==> config.mk <==
export PLATFORM = sky130hd
export DESIGN_NAME = config_frame_sequencer_flat
export DESIGN_NICKNAME = d
export VERILOG_FILES = /design/src/rtl/config_frame_sequencer_pkg.sv /design/src/rtl/config_frame_sequencer_if.sv /design/src/rtl/config_frame_sequencer.sv /design/src/flat_wrapper.sv
export SDC_FILE = /design/constraint.sdc
export NUM_CORES = 1
export LEC_CHECK = 0
export CORE_AREA = 2 2 289 291
export CTS_BUF_LIST = sky130_fd_sc_hd__clkbuf_4 sky130_fd_sc_hd__clkbuf_8
export DETAILED_ROUTE_END_ITERATION = 16
export DIE_AREA = 0 0 291 293
export PLACE_DENSITY = 0.64
export SLEW_MARGIN = 10
export SYNTH_ARGS = -nofsm -noshare
export SYNTH_HDL_FRONTEND = slang
export SYNTH_SLANG_ARGS = --single-unit
==> constraint.sdc <==
create_clock -name CLK -period 3.3 [get_ports CLK]
set_input_delay 0.825 -clock CLK [delete_from_list [all_inputs] [get_ports CLK]]
set_output_delay 0.825 -clock CLK [all_outputs]
set_load 0.05 [all_outputs]
==> src/rtl/config_frame_sequencer_pkg.sv <==
// config_frame_sequencer_pkg: shared constants, command field positions and FSM states
package config_frame_sequencer_pkg;
    localparam logic [31:0] SYNC_WORD = 32'hFAB0_FAB1;
    localparam int END_BIT   = 31;
    localparam int COL_MSB   = 30;
    localparam int COL_LSB   = 24;
    localparam int FRAME_MSB = 23;
    localparam int FRAME_LSB = 16;
    typedef enum logic [2:0] {IDLE, HDR, LOAD, SKIP, STROBE} state_t;
endpackage

==> src/rtl/config_frame_sequencer_if.sv <==
// config_frame_sequencer_if: valid/ready word stream from the bitstream loader
interface config_frame_sequencer_if #(parameter int W = 32) ();
    logic [W-1:0] s_data;
    logic         s_valid;
    logic         s_ready;
    modport master (output s_data, s_valid, input s_ready);
    modport slave  (input s_data, s_valid, output s_ready);
endinterface

==> src/rtl/config_frame_sequencer.sv <==
// config_frame_sequencer: turns a sync+command+data word stream into FrameData/FrameStrobe writes
module config_frame_sequencer
    import config_frame_sequencer_pkg::*;
#(
    parameter int FrameBitsPerRow = 32,
    parameter int MaxFramesPerCol = 20,
    parameter int NumRows         = 16,
    parameter int NumColumns      = 10,
    parameter int StrobeCycles    = 2
) (
    input  logic                                  CLK,
    input  logic                                  resetn,
    config_frame_sequencer_if.slave               s,
    output logic [NumRows*FrameBitsPerRow-1:0]    FrameData,
    output logic [NumColumns*MaxFramesPerCol-1:0] FrameStrobe,
    output logic                                  config_active,
    output logic                                  done,
    output logic                                  err
);
    localparam int NS = NumColumns * MaxFramesPerCol;
    localparam int RW = $clog2(NumRows);
    localparam int SW = StrobeCycles > 1 ? $clog2(StrobeCycles) : 1;
    localparam int IW = $clog2(NS);
    localparam logic [6:0]    NCOL = 7'(NumColumns);
    localparam logic [7:0]    NFRM = 8'(MaxFramesPerCol);
    localparam logic [RW-1:0] LAST_ROW = RW'(NumRows - 1);
    localparam logic [SW-1:0] LAST_STB = SW'(StrobeCycles - 1);

    state_t        state;
    logic [RW-1:0] row;
    logic [SW-1:0] scnt;
    logic [IW-1:0] idx;
    logic          acc;
    logic [6:0]    col_f;
    logic [7:0]    frm_f;

    assign acc   = s.s_valid && s.s_ready;
    assign col_f = s.s_data[COL_MSB:COL_LSB];
    assign frm_f = s.s_data[FRAME_MSB:FRAME_LSB];

    // Single FSM: decodes commands, fills rows, and holds the one-hot strobe for StrobeCycles
    always_ff @(posedge CLK or negedge resetn) begin
        if (!resetn) begin
            state         <= IDLE;
            row           <= '0;
            scnt          <= '0;
            idx           <= '0;
            s.s_ready     <= 1'b0;
            FrameData     <= '0;
            FrameStrobe   <= '0;
            config_active <= 1'b0;
            done          <= 1'b0;
            err           <= 1'b0;
        end else begin
            done <= 1'b0;
            case (state)
                IDLE: begin
                    s.s_ready <= 1'b1;
                    if (acc && s.s_data == SYNC_WORD) begin
                        config_active <= 1'b1;
                        err           <= 1'b0;
                        state         <= HDR;
                    end
                end
                HDR: if (acc) begin
                    row <= '0;
                    if (s.s_data[END_BIT]) begin
                        done          <= 1'b1;
                        config_active <= 1'b0;
                        state         <= IDLE;
                    end else if (col_f >= NCOL || frm_f >= NFRM) begin
                        err   <= 1'b1;
                        state <= SKIP;
                    end else begin
                        idx   <= IW'(32'(col_f) * MaxFramesPerCol + 32'(frm_f));
                        state <= LOAD;
                    end
                end
                LOAD: if (acc) begin
                    FrameData[row*FrameBitsPerRow +: FrameBitsPerRow] <= s.s_data;
                    row <= row + 1'b1;
                    if (row == LAST_ROW) begin
                        s.s_ready   <= 1'b0;
                        FrameStrobe <= NS'(1) << idx;
                        scnt        <= '0;
                        state       <= STROBE;
                    end
                end
                SKIP: if (acc) begin
                    row <= row + 1'b1;
                    if (row == LAST_ROW) state <= HDR;
                end
                STROBE: begin
                    if (scnt == LAST_STB) begin
                        FrameStrobe <= '0;
                        s.s_ready   <= 1'b1;
                        state       <= HDR;
                    end else begin
                        scnt <= scnt + 1'b1;
                    end
                end
                default: state <= IDLE;
            endcase
        end
    end
endmodule

==> src/flat_wrapper.sv <==
// flat-port wrapper written by rule: the top's interface ports become plain ports
module config_frame_sequencer_flat import config_frame_sequencer_pkg::*;
#(
    parameter int FrameBitsPerRow = 32,
    parameter int MaxFramesPerCol = 20,
    parameter int NumRows         = 16,
    parameter int NumColumns      = 10,
    parameter int StrobeCycles    = 2
)
  (CLK, resetn, FrameData, FrameStrobe, config_active, done, err, s_s_data, s_s_valid, s_s_ready);
  config_frame_sequencer_if s_i ();
  input  logic CLK;
  input  logic resetn;
  output logic [NumRows*FrameBitsPerRow-1:0] FrameData;
  output logic [NumColumns*MaxFramesPerCol-1:0] FrameStrobe;
  output logic config_active;
  output logic done;
  output logic err;
  input wire logic [$bits(s_i.s_data)-1:0] s_s_data;
  input wire logic [$bits(s_i.s_valid)-1:0] s_s_valid;
  output wire logic [$bits(s_i.s_ready)-1:0] s_s_ready;
  assign s_i.s_data = s_s_data;
  assign s_i.s_valid = s_s_valid;
  assign s_s_ready = s_i.s_ready;
  config_frame_sequencer #(.FrameBitsPerRow(FrameBitsPerRow), .MaxFramesPerCol(MaxFramesPerCol), .NumRows(NumRows), .NumColumns(NumColumns), .StrobeCycles(StrobeCycles)) u_core (.CLK(CLK), .resetn(resetn), .s(s_i), .FrameData(FrameData), .FrameStrobe(FrameStrobe), .config_active(config_active), .done(done), .err(err));
endmodule
======== Word-level counts from Yosys, hierarchy flattened ========
Cells that the tools add are included.
word-level totals
  register bits ........................... 732
  input port bits ......................... 35
  output and inout port bits .............. 716
  logic and storage cells ................. 93
cells by class
  add/subtract/negate cells ............... 4
  $mul .................................... 1
  order comparisons ....................... 2
  equality and inequality tests ........... 17
  shift-type cells ........................ 3
  mux-type cells .......................... 36
  bitwise logic cells ..................... 2
  reduce and logical (&&, ||, !) cells .... 18
operator list
  kind                       number
  $mux 200                   3
  $bwmux 512                 1
  $shift 32x34->512 const A  1
  $shiftx 32x34->512         1
  $pmux 200 s2               1
  $shl 1x8->200 const A      1
  $neg 9->34                 1
  $eq 32x32->1 const B       1
  $mux 3                     8
  $ne 2x1->1 const B         9
  $reduce_and 4->1           4
  $mux 1                     15
  $pmux 3 s5                 1
  $add 8x8->8                1
  $ge 8x5->1 const B         1
  $mux 4                     2
  $pmux 4 s2                 1
  $ge 7x4->1 const B         1
  $mul 7x3->6 const B        1
  $reduce_and 7->1           1
  $eq 3x2->1 const B         2
  $pmux 1 s2                 3
  $reduce_and 3->1           2
  $reduce_bool 2->1          3
  other kinds (15)           18

======== Logic depth before layout (Yosys ltp) ========
Gate-level depths: netlist of the first run.
  depth in word-level cells ............... 6
  depth in mapped cells ................... 10
  depth with buffers taken out ............ 10

======== Worst setup path after synthesis of the first run ========
No wires, ideal clock.
  path type ............................... reg-to-reg
  start ................................... reg u_core.row[0]
  end ..................................... reg u_core.FrameData[322]
  setup time .............................. 79 ps
  arrival time ............................ 2,669 ps
  data required time ...................... 3,221 ps
  slack ................................... 551 ps
  cell stages (with the launch flop) ...... 11
  path buffers ............................ 4
  clock period less this slack ............ 2,749 ps
  path through ............................ dfrtp_1 -> clkbuf_1 -> inv_1 -> ha_1 -> clkbuf_1 -> nand2b_1 -> or4_1 -> clkbuf_1 -> nor4_4 -> buf_4 -> mux2i_1
on the way
  cells in the longest elaborated chain, start to end .. 3
  elaborated cells between the ends (all ways) .. 4
  those cells by class .................... add/sub: 1; shift: 2; mux: 1
ends and longest elaborated chain
  what                                                            line                          source
  start: declaration                                              config_frame_sequencer.sv:30  logic [RW-1:0] row;
  start signal: assignment                                        config_frame_sequencer.sv:81  row <= row + 1'b1;
  start signal: assignment                                        config_frame_sequencer.sv:90  row <= row + 1'b1;
  $neg 9->34 (*)                                                  config_frame_sequencer.sv:80  FrameData[row*FrameBitsPerRow +: FrameBitsPerRow] <= s.s_data;
  $shiftx 32x34->512 / $shift 32x34->512 (equally long branches)  config_frame_sequencer.sv:80
  $bwmux 512 (*)                                                  config_frame_sequencer.sv:80
  end signal: indexed assignment                                  config_frame_sequencer.sv:80
  end: declaration                                                config_frame_sequencer.sv:14  output logic [NumRows*FrameBitsPerRow-1:0] FrameData,
Every way passes the cells marked *; elsewhere a longest branch is shown, timed or not.
A chain may end at the register's enable or synchronous reset.

======== Worst setup path after layout of the first run ========
  start ................................... reg u_core.s.s_ready
  end ..................................... out s_s_ready
RTL lines
  what                      line                            source
  start: declaration        config_frame_sequencer_if.sv:7  modport slave (input s_data, s_valid, output s_ready);
  start signal: assignment  config_frame_sequencer.sv:48    s.s_ready <= 1'b0;
  start signal: assignment  config_frame_sequencer.sv:58    s.s_ready <= 1'b1;
  start signal: assignment  config_frame_sequencer.sv:83    s.s_ready <= 1'b0;
  end: declaration          flat_wrapper.sv:21              output wire logic [$bits(s_i.s_ready)-1:0] s_s_ready;
No word-level cell between the ends.

==> results_dict.tcl, run 1 <==
set metrics [dict create \
    fillers 7242 \
    hold_path.class "input port to async pin" \
    start_util_pct 37.5 \
    async_reset_ff_share_pct 100 \
    rsz0062_at_grt "false" \
    ff_latch_area_sq_mm 0.0183 \
    wl_per_cell_um 26.1 \
    cap_violations 0 \
    synth_cell_types 65 \
    row_count 105 \
    critPathSlowestCell "clkdlybuf4s50_1" \
    dpl_cell_area_sq_mm 0.0400 \
    drive_above_1_share_pct 11.7 \
    slew-limit-headroom_pct 26.1 \
    vias 26325 \
    cts_tree "done" \
    htreeDepth 3 \
    setup_viol 0 \
    root_buffer "clkbuf_8" \
    drtIter0Drc 2190 \
    holdBufCountCts 0 \
    path_clk_slew_ps 60 \
    die_area_sq_mm 0.0853 \
    drc 0 \
    via_per_inst 5.48 \
    p_leak_nw 20.2 \
    ys_ff_latch 732 \
    grt_overflow_total 0 \
    path_delay_family "buffers and inverters" \
    drt-total-wl_um 125000 \
    hold_ws_ps 77.7 \
    skew_ps 42.4 \
    clk-insertion-delay-late_ps 770 \
    grt_antenna_before_repair 7 \
    ctsResizeCount 0 \
    grt_pass1_wl_um 181000 \
    worstPathCellList "clkdlybuf4s50_1" \
    critPathCaptureType "output port" \
    die_h_um 293 \
    r2r_end "u_core.FrameData[144]" \
    syn_area_sq_mm 0.0307 \
    report.final.slew_viol_count 0 \
    critPathRequiredTime_ps 2470 \
    track_usage_pct 28.6 \
    worstMarginPinSlew_ps 1110 \
    num-nets-final 3687 \
    criticalPathCategory "flip-flop to output port" \
    post-route-period-util_pct 89.8 \
    p_per_area_mw_per_mm2 960 \
    syn_nets 2938 \
    syn_avg_cell_area_sq_um 10.6 \
    postRouteAntennaNets 0 \
    ios 751 \
    coreArea_sq_mm 0.0818 \
    ys.flop_type "dfrtp_1" \
    worstPathArrival_ps 2140 \
    portBuffers 750 \
    max_stage_delay_ps 900 \
    place_congestion 0.845 \
    ir_worst_vdd_mv 0.797 \
    postCtsSetupRepairBufs 0 \
    cts_buffers 121 \
    min_period_ps 2960 \
    startpoint_type "flip-flop" \
    place_hpwl_um 85100 \
    synthToLayoutAreaGrowth_pct 39.2 \
    hold_viol 0 \
    max_freq_mhz 337 \
    grt_max_degree 96 \
    dr.pass1.iters 5 \
    die_x_um 291 \
    ys_seq_area_share_pct 59.7 \
    r2r_start "u_core.row[1]" \
    synth_warnings 0 \
    status "complete, no violations" \
    synthCells 2889 \
    final_area_sq_mm 0.0427 \
    reg2reg_depth 7 \
    clockBufferDepth 3 \
    tns_ps 0 \
    path_buf_inv 1 \
    multi_input_area_sq_mm 0.0102 \
    rrSetupSlack_ps 370 \
    grt_pass1_vias 25702 \
    synth_edf_count 0 \
    path_max_fanout 7 \
    cts.sinks 732 \
]
cell type report:
class / count / share of cell area (%)
diodes: 5 / 0.0293
clock buffers: 201 / 5.82
clock inverters: 17 / 0.431
inverters: 331 / 2.91
multi-input cells: 1554 / 23.9
flip-flops and latches: 732 / 42.9
well taps: 1070 / 3.13
repair buffers: 898 / 20.9
worst max-delay path by stage:
stage / start / endpoint / slack [ps] / depth (start not counted)
finish: u_core.s.s_ready / s_s_ready / 340 / 1
CTS: u_core.s.s_ready / s_s_ready / 280 / 1
global placement: s_s_data[25] / u_core.idx[7] / 30 / 10
floorplan: u_core.row[0] / u_core.FrameData[322] / 550 / 10
global route: u_core.s.s_ready / s_s_ready / 250 / 1
detailed placement: s_s_valid / u_core.FrameData[324] / 60 / 6
cells in the mapped netlist, drive strengths merged (22+ instances only):
master | n | area, sq um
a21o | 103 | 773
a22o | 60 | 526
a32o | 47 | 470
and3 | 67 | 419
and4 | 37 | 324
buf | 56 | 304
clkbuf | 216 | 812
dfrtp | 732 | 18300
inv | 331 | 1240
mux2i | 128 | 1280
nand2 | 225 | 845
nand3 | 246 | 1230
nor2 | 30 | 113
nor3 | 22 | 138
o21ai | 317 | 1590
o2bb2ai | 72 | 631
o31ai | 69 | 518
layout by cell type (no fill, tap or decap), drive strengths merged, types with 8 or more instances in the layout:
master           n
clkdlybuf4s50  734
dfrtp          732
inv            337
o21ai          317
nand3          246
nand2          225
clkbuf         201
buf            164
mux2i          128
a21o           103
o2bb2ai         72
o31ai           69
and3            67
a22o            60
a32o            47
and4            37
nor2            30
nor3            22
nor4            15
nand2b          12
ha              12
clkinv           9
mux2             8
per-layer routing:
metal | vias to the layer above | routed length, um | global-route usage [%] | part of all wire (%)
met5 | - | 14 | 0 | 0.011
met4 | 4 | 5670 | 13.0 | 4.5
met3 | 251 | 12100 | 8.32 | 9.6
met2 | 1375 | 57300 | 44.4 | 46
met1 | 13285 | 50400 | 37.1 | 40
li1 | 11410 | - | - | -
cell families (layout without fill, tap and decap cells):
kind of cell / after synthesis / in the layout / synth area share, %
AO/OA/AOI/OAI: 690 / 690 / 15.3
XOR/XNOR: 7 / 7 / 0.245
adder cells (fa/ha/maj): 14 / 14 / 0.620
buffers and inverters: 603 / 1447 / 7.69
flip-flops: 732 / 732 / 59.7
multiplexers: 136 / 136 / 4.47
other: 0 / 5 / 0
AND/OR/NAND/NOR: 707 / 707 / 12.0
flip-flops by register name, summed over array words and instances (netlist names):
| signal | count |
|---|---|
| u_core.idx | 8 |
| u_core.done | 1 |
| u_core.state | 3 |
| u_core.row | 4 |
| u_core.config_active | 1 |
| u_core.FrameStrobe | 200 |
| u_core.scnt | 1 |
| u_core.s.s_ready | 1 |
| u_core.err | 1 |
| u_core.FrameData | 512 |
power breakdown:
group          switching [mW]  leakage [nW]  total [mW]  internal [mW]
Sequential               1.48          8.83        12.6           11.2
Clock                    3.92          1.42        8.77           4.85
Combinational            14.0          9.99        19.6           5.57
Total                    19.4          20.2        41.0           21.6
per-stage QoR:
stage / utilization [%] / setup WS (ps) / power [mW] / std cells
after floorplan: - / 551 / 24.2 / 2889
after global placement: 48.9 / 32.5 / 32.0 / 4585
after detailed placement: 48.9 / 64.8 / 32.1 / 4585
after CTS: 52.2 / 276 / 41.0 / 4803
after global routing: 52.2 / 253 / 42.5 / 4806
final: 52.2 / 335 / 41.0 / 4808
Power figures use the tool's default switching activity.
==> inputs of run 2 (changes only) <==
--- a/config.mk
+++ b/config.mk
@@ -9,7 +9,9 @@
 export CTS_BUF_LIST = sky130_fd_sc_hd__clkbuf_4 sky130_fd_sc_hd__clkbuf_8
 export DETAILED_ROUTE_END_ITERATION = 16
 export DIE_AREA = 0 0 291 293
-export PLACE_DENSITY = 0.64
+export DONT_BUFFER_PORTS = 1
+export GPL_TIMING_DRIVEN = 0
+export PLACE_DENSITY = 0.52
 export SLEW_MARGIN = 10
 export SYNTH_ARGS = -nofsm -noshare
 export SYNTH_HDL_FRONTEND = slang
==> constraint.sdc (replaced) <==
create_clock -name CLK -period 3.3 [get_ports CLK]
set_input_delay 0.825 -clock CLK [delete_from_list [all_inputs] [get_ports CLK]]
set_output_delay 0.825 -clock CLK [all_outputs]
set_load 0.005 [all_outputs]
==> results_dict.tcl, run 2 (synthesis results as in run 1) <==
set metrics [dict create \
    status "finished with violations" \
    violations "hold timing, slew limit" \
    critPathLaunch "u_core.row[0]" \
    vias 23725 \
    grt_overflow_total 0 \
    dp_slack_ps -668 \
    synthToLayoutAreaGrowth_pct 15.1 \
    r2r_end "u_core.FrameData[306]" \
    grt_antenna_before_repair 4 \
    hold_ws_ps -284 \
    critPathRequiredTime_ps 3960 \
    die_area_sq_mm 0.0853 \
    grt_max_degree 733 \
    cts_buffers 131 \
    ir_worst_vdd_mv 0.447 \
    grt_pass1_vias 23846 \
    htreeDepth 4 \
    ios 751 \
    worstPathArrival_ps 3820 \
    met2_usage_pct 46.9 \
    skew_ps 29.1 \
    place_hpwl_um 86000 \
    startpoint_type "flip-flop" \
    global_route.usage.met3_pct 10.2 \
    dpl.cell_count 3967 \
    cts_tree "done" \
    final_area_sq_mm 0.0353 \
    cap_violations 0 \
    gr-max-usage-layer "met2" \
    track_usage_pct 27.8 \
    clockBufferDepth 3 \
    worstMarginPinSlew_ps 2050 \
    postRouteAntennaNets 0 \
    gr-usage-met1_pct 32.0 \
    setup_viol 0 \
    min_period_ps 3160 \
    p_per_area_mw_per_mm2 842 \
    via_per_inst 5.64 \
    largest_reg_flops 512 \
    layout_setup_ws_ps 135 \
    num-nets-final 3096 \
    start_util_pct 37.5 \
    die_x_um 291 \
    max_freq_mhz 316 \
    reg2reg_depth 11 \
    portBuffers 0 \
    top_register "u_core.FrameData" \
    root_buffer "clkbuf_8" \
    reg_top3 "u_core.FrameData (512), u_core.FrameStrobe (200), u_core.idx (8)" \
    fillers 7814 \
    layout_commonest_cell "dfrtp_1" \
    p_leak_nw 17.3 \
    drc 0 \
    hold_viol 117 \
    coreArea_sq_mm 0.0818 \
    report.final.slew_viol_count 399 \
    die_h_um 293 \
    slew-limit-headroom_pct -36.5 \
    critPathCaptureType "flip-flop" \
    path_clk_slew_ps 60 \
    post-route-period-util_pct 95.9 \
    clk-insertion-delay-late_ps 810 \
    final_cell_mix "732 x dfrtp_1, 331 x inv_1, 317 x o21ai_0" \
    drive_above_1_share_pct 12.1 \
    place_congestion 0.900 \
    r2r_start "u_core.row[0]" \
    hold_path.class "input port to async pin" \
    row_count 105 \
    drtIter0Drc 1805 \
    dr.pass1.iters 6 \
    fin_cells 4210 \
    dpl_cell_area_sq_mm 0.0322 \
    rrSetupSlack_ps 140 \
    finalPower_mw 29.7 \
    path_max_fanout 12 \
    grt_pass1_wl_um 174000 \
    criticalPathCategory "flip-flop to flip-flop" \
    cts.sinks 732 \
    tns_ps 0 \
    wl_per_cell_um 28.7 \
    drt-total-wl_um 121000 \
    endpoint "u_core.FrameData[306]" \
]
-- run 2: layer usage --
layer	wire, um	share of wire (%)
met5	0	0
met4	4740	3.9
met3	11800	9.8
met2	59300	49
met1	45000	37
-- run 2: what timing repair did --
| action | CTS | global route |
|---|---|---|
| pin swaps | 6 | 6 |
| resized for setup | 31 | 38 |
| setup buffers | 8 | 12 |
| gates cloned | 0 | 0 |
| endpoints found under the hold margin | 732 | 732 |
| setup endpoints to repair | 458 | 305 |
-- run 2: cell type report --
type | instances | area [sq um] | share of cell area, %
flip-flops and latches | 732 | 18300 | 51.9
well taps | 1070 | 1340 | 3.79
clock inverters | 23 | 214 | 0.606
clock buffers | 201 | 2530 | 7.16
diodes | 2 | 5.00 | 0.0142
multi-input cells | 1554 | 10300 | 29.1
plain buffers | 269 | 1140 | 3.23
repair buffers | 28 | 239 | 0.677
inverters | 331 | 1240 | 3.52
-- run 2: worst min-delay path by stage --
stage	startpoint	endpoint	slack, ps	depth (start not counted)
floorplan	u_core.FrameData[128]	u_core.FrameData[128]	470	1
global placement	u_core.FrameData[152]	u_core.FrameData[152]	490	1
detailed placement	u_core.FrameData[152]	u_core.FrameData[152]	490	1
CTS	resetn	u_core.FrameData[468]	-320	0
global route	resetn	u_core.FrameData[147]	-330	0
finish	resetn	u_core.FrameData[463]	-280	0
-- run 2: stage by stage --
step                utilization (%)  hold slack [ps]
floorplan                         -              473
global placement               39.1              491
detailed placement             39.3              494
CTS                            42.9             -323
global route                   43.1             -335
finish                         43.1             -284
-- run 2: power breakdown --
group          switching, mW  total, mW  internal [mW]
sequential              2.46       13.6           11.2
combinational           4.92       7.10           2.18
clock                   4.00       8.98           4.98
-- run 2: critical path, cell delays in order, from the launching register on --
cell and delay (ps):
dfrtp_1 440, clkbuf_4 260, inv_1 100, ha_4 190
o21bai_1 230, a2111o_1 430, buf_2 200, buf_2 250
nor3_4 340, buf_6 230, clkbuf_2 230, o21ai_0 110
==> inputs of run 3 (changes only) <==
--- a/config.mk
+++ b/config.mk
@@ -12,7 +12,6 @@
 export DONT_BUFFER_PORTS = 1
 export GPL_TIMING_DRIVEN = 0
 export PLACE_DENSITY = 0.52
-export SLEW_MARGIN = 10
 export SYNTH_ARGS = -nofsm -noshare
 export SYNTH_HDL_FRONTEND = slang
 export SYNTH_SLANG_ARGS = --single-unit
==> results_dict.tcl, run 3 (synthesis results as in run 1) <==
set metrics [dict create \
    die_x_um 291 \
    layout_commonest_cell "dfrtp_1" \
    grt_pass1_vias 23767 \
    skew_ps 40.3 \
    grt_overflow_total 0 \
    path_clk_slew_ps 60 \
    worstPathArrival_ps 3980 \
    clk-insertion-delay-late_ps 790 \
    row_count 105 \
    cts_buffers 121 \
    drive_above_1_share_pct 11.4 \
    dpl.cell_count 3966 \
    criticalPathCategory "flip-flop to flip-flop" \
    violations "hold timing, slew limit, setup timing" \
    drtIter0Drc 1833 \
    die_area_sq_mm 0.0853 \
    place_congestion 0.900 \
    synthToLayoutAreaGrowth_pct 14.6 \
    max_freq_mhz 302 \
    dp_slack_ps -670 \
    path_delay_family "simple AND/OR/NAND/NOR gates" \
    vias 23601 \
    drt-total-wl_um 121000 \
    rsz0062_at_grt "true" \
    postRouteAntennaNets 0 \
    cap_violations 0 \
    critPathCaptureType "flip-flop" \
    fillers 7815 \
    hold_viol 182 \
    dr.pass1.iters 5 \
    multi_input_area_sq_mm 0.0102 \
    path_max_fanout 10 \
    layout_setup_ws_ps -6.50 \
    portBuffers 0 \
    top_register "u_core.FrameData" \
    ios 751 \
    max_stage_delay_ps 530 \
    track_usage_pct 27.6 \
    wl_per_cell_um 28.7 \
    setup_viol 1 \
    hold_ws_ps -254 \
    grt_max_degree 733 \
    ff_latch_area_sq_mm 0.0183 \
    cts_tree "done" \
    ir_worst_vdd_mv 0.489 \
    cts.sinks 732 \
    htreeDepth 3 \
    path_common_cell "buf_2" \
    worstPathCellList "clkbuf_4, nor3_1, ha_1, buf_2, nand3b_1, nor2_2, nand2_1, buf_2, o31ai_1" \
    critPathSlowestCell "nor2_2" \
    slew-limit-headroom_pct -46.8 \
    via_per_inst 5.62 \
    min_period_ps 3310 \
    path_buf_inv 3 \
    p_leak_nw 17.2 \
    status "finished with violations" \
    grt_antenna_before_repair 2 \
    coreArea_sq_mm 0.0818 \
    start_util_pct 37.5 \
    critPathRequiredTime_ps 3970 \
    p_per_area_mw_per_mm2 834 \
    largest_reg_flops 512 \
    drc 0 \
    report.final.slew_viol_count 373 \
    final_cell_mix "732 x dfrtp_1, 331 x inv_1, 317 x o21ai_0" \
    startpoint_type "flip-flop" \
    place_hpwl_um 85900 \
    hold_path.class "input port to async pin" \
    tns_ps -6.50 \
    num-nets-final 3083 \
    worstMarginPinSlew_ps 2200 \
    root_buffer "clkbuf_8" \
    die_h_um 293 \
    post-route-period-util_pct 100 \
    grt_pass1_wl_um 173000 \
    clockBufferDepth 3 \
    fin_cells 4202 \
    reg_top3 "u_core.FrameData (512), u_core.FrameStrobe (200), u_core.idx (8)" \
]
run 3: changes by cell type in the layout (fill, tap and decap cells not counted), moves of 2 or more:
cell,change
clkbuf_1,+11
clkbuf_2,-9
clkbuf_8,-9
buf_4,-7
clkbuf_4,+3
inv_6,-3
buf_2,+2
inv_12,+2
inv_8,-2
nor2_2,+2
nor2_4,-2
run 3: routing by layer:
layer	GRT usage [%]	share of wire (%)	vias to the layer above
met5	0	0	-
met4	11.6	4.3	0
met3	10.1	9.4	246
met2	46.4	49	1103
met1	31.8	38	12008
li1	-	-	10244
run 3: worst paths after layout:
path	start	end	slack [ps]	depth (start not counted)
worst max-delay path	u_core.row[0]	u_core.FrameData[446]	-6	9
worst min-delay path	resetn	u_core.FrameData[468]	-250	0
worst max register to register	u_core.row[0]	u_core.FrameData[446]	-6	9
worst min register to register	u_core.FrameData[152]	u_core.FrameData[152]	500	1
max in group asynchronous	resetn	u_core.FrameStrobe[83]	1810	0
min in group CLK	s_s_data[8]	u_core.FrameData[8]	180	2
run 3: where the power goes:
| part | switching, mW | leakage, nW | internal, mW |
|---|---|---|---|
| registers | 2.47 | 8.83 | 11.2 |
| logic | 4.85 | 6.98 | 2.05 |
| clock network | 3.91 | 1.43 | 4.87 |
| total | 11.2 | 17.2 | 18.1 |
run 3: worst register-to-register path: stages (launching register included):
cell	delay, ps
dfrtp_1	430
clkbuf_4	220
nor3_1	230
ha_1	270
buf_2	210
nand3b_1	500
nor2_2	530
nand2_1	300
buf_2	280
o31ai_1	250
run 3: final cells by class:
| class | instances | area share, % |
|---|---|---|
| Clock buffer | 197 | 6.95 |
| Antenna cell | 1 | 0.00712 |
| Sequential cell | 732 | 52.1 |
| Multi-Input combinational cell | 1554 | 29.1 |
| Inverter | 331 | 3.53 |
| Tap cell | 1070 | 3.81 |
| Timing Repair Buffer | 23 | 0.623 |
| Buffer | 271 | 3.21 |
| Clock inverter | 23 | 0.694 |
run 3: repair_timing:
item                       CTS  global route
pin swaps                    5             4
gates resized for setup     23            23
setup buffers                9             6
setup endpoints to repair  468           397
gates cloned                 0             0
hold endpoints to repair   732           623
run 3: stage by stage:
stage	util [%]	area [sq um]	power (mW)
after CTS	42.8	35000	29.3
after floorplan	-	30700	16.9
final	42.9	35200	29.3
after detailed placement	39.3	32100	20.2
after global routing	42.9	35200	30.8
after global placement	39.1	32000	19.9
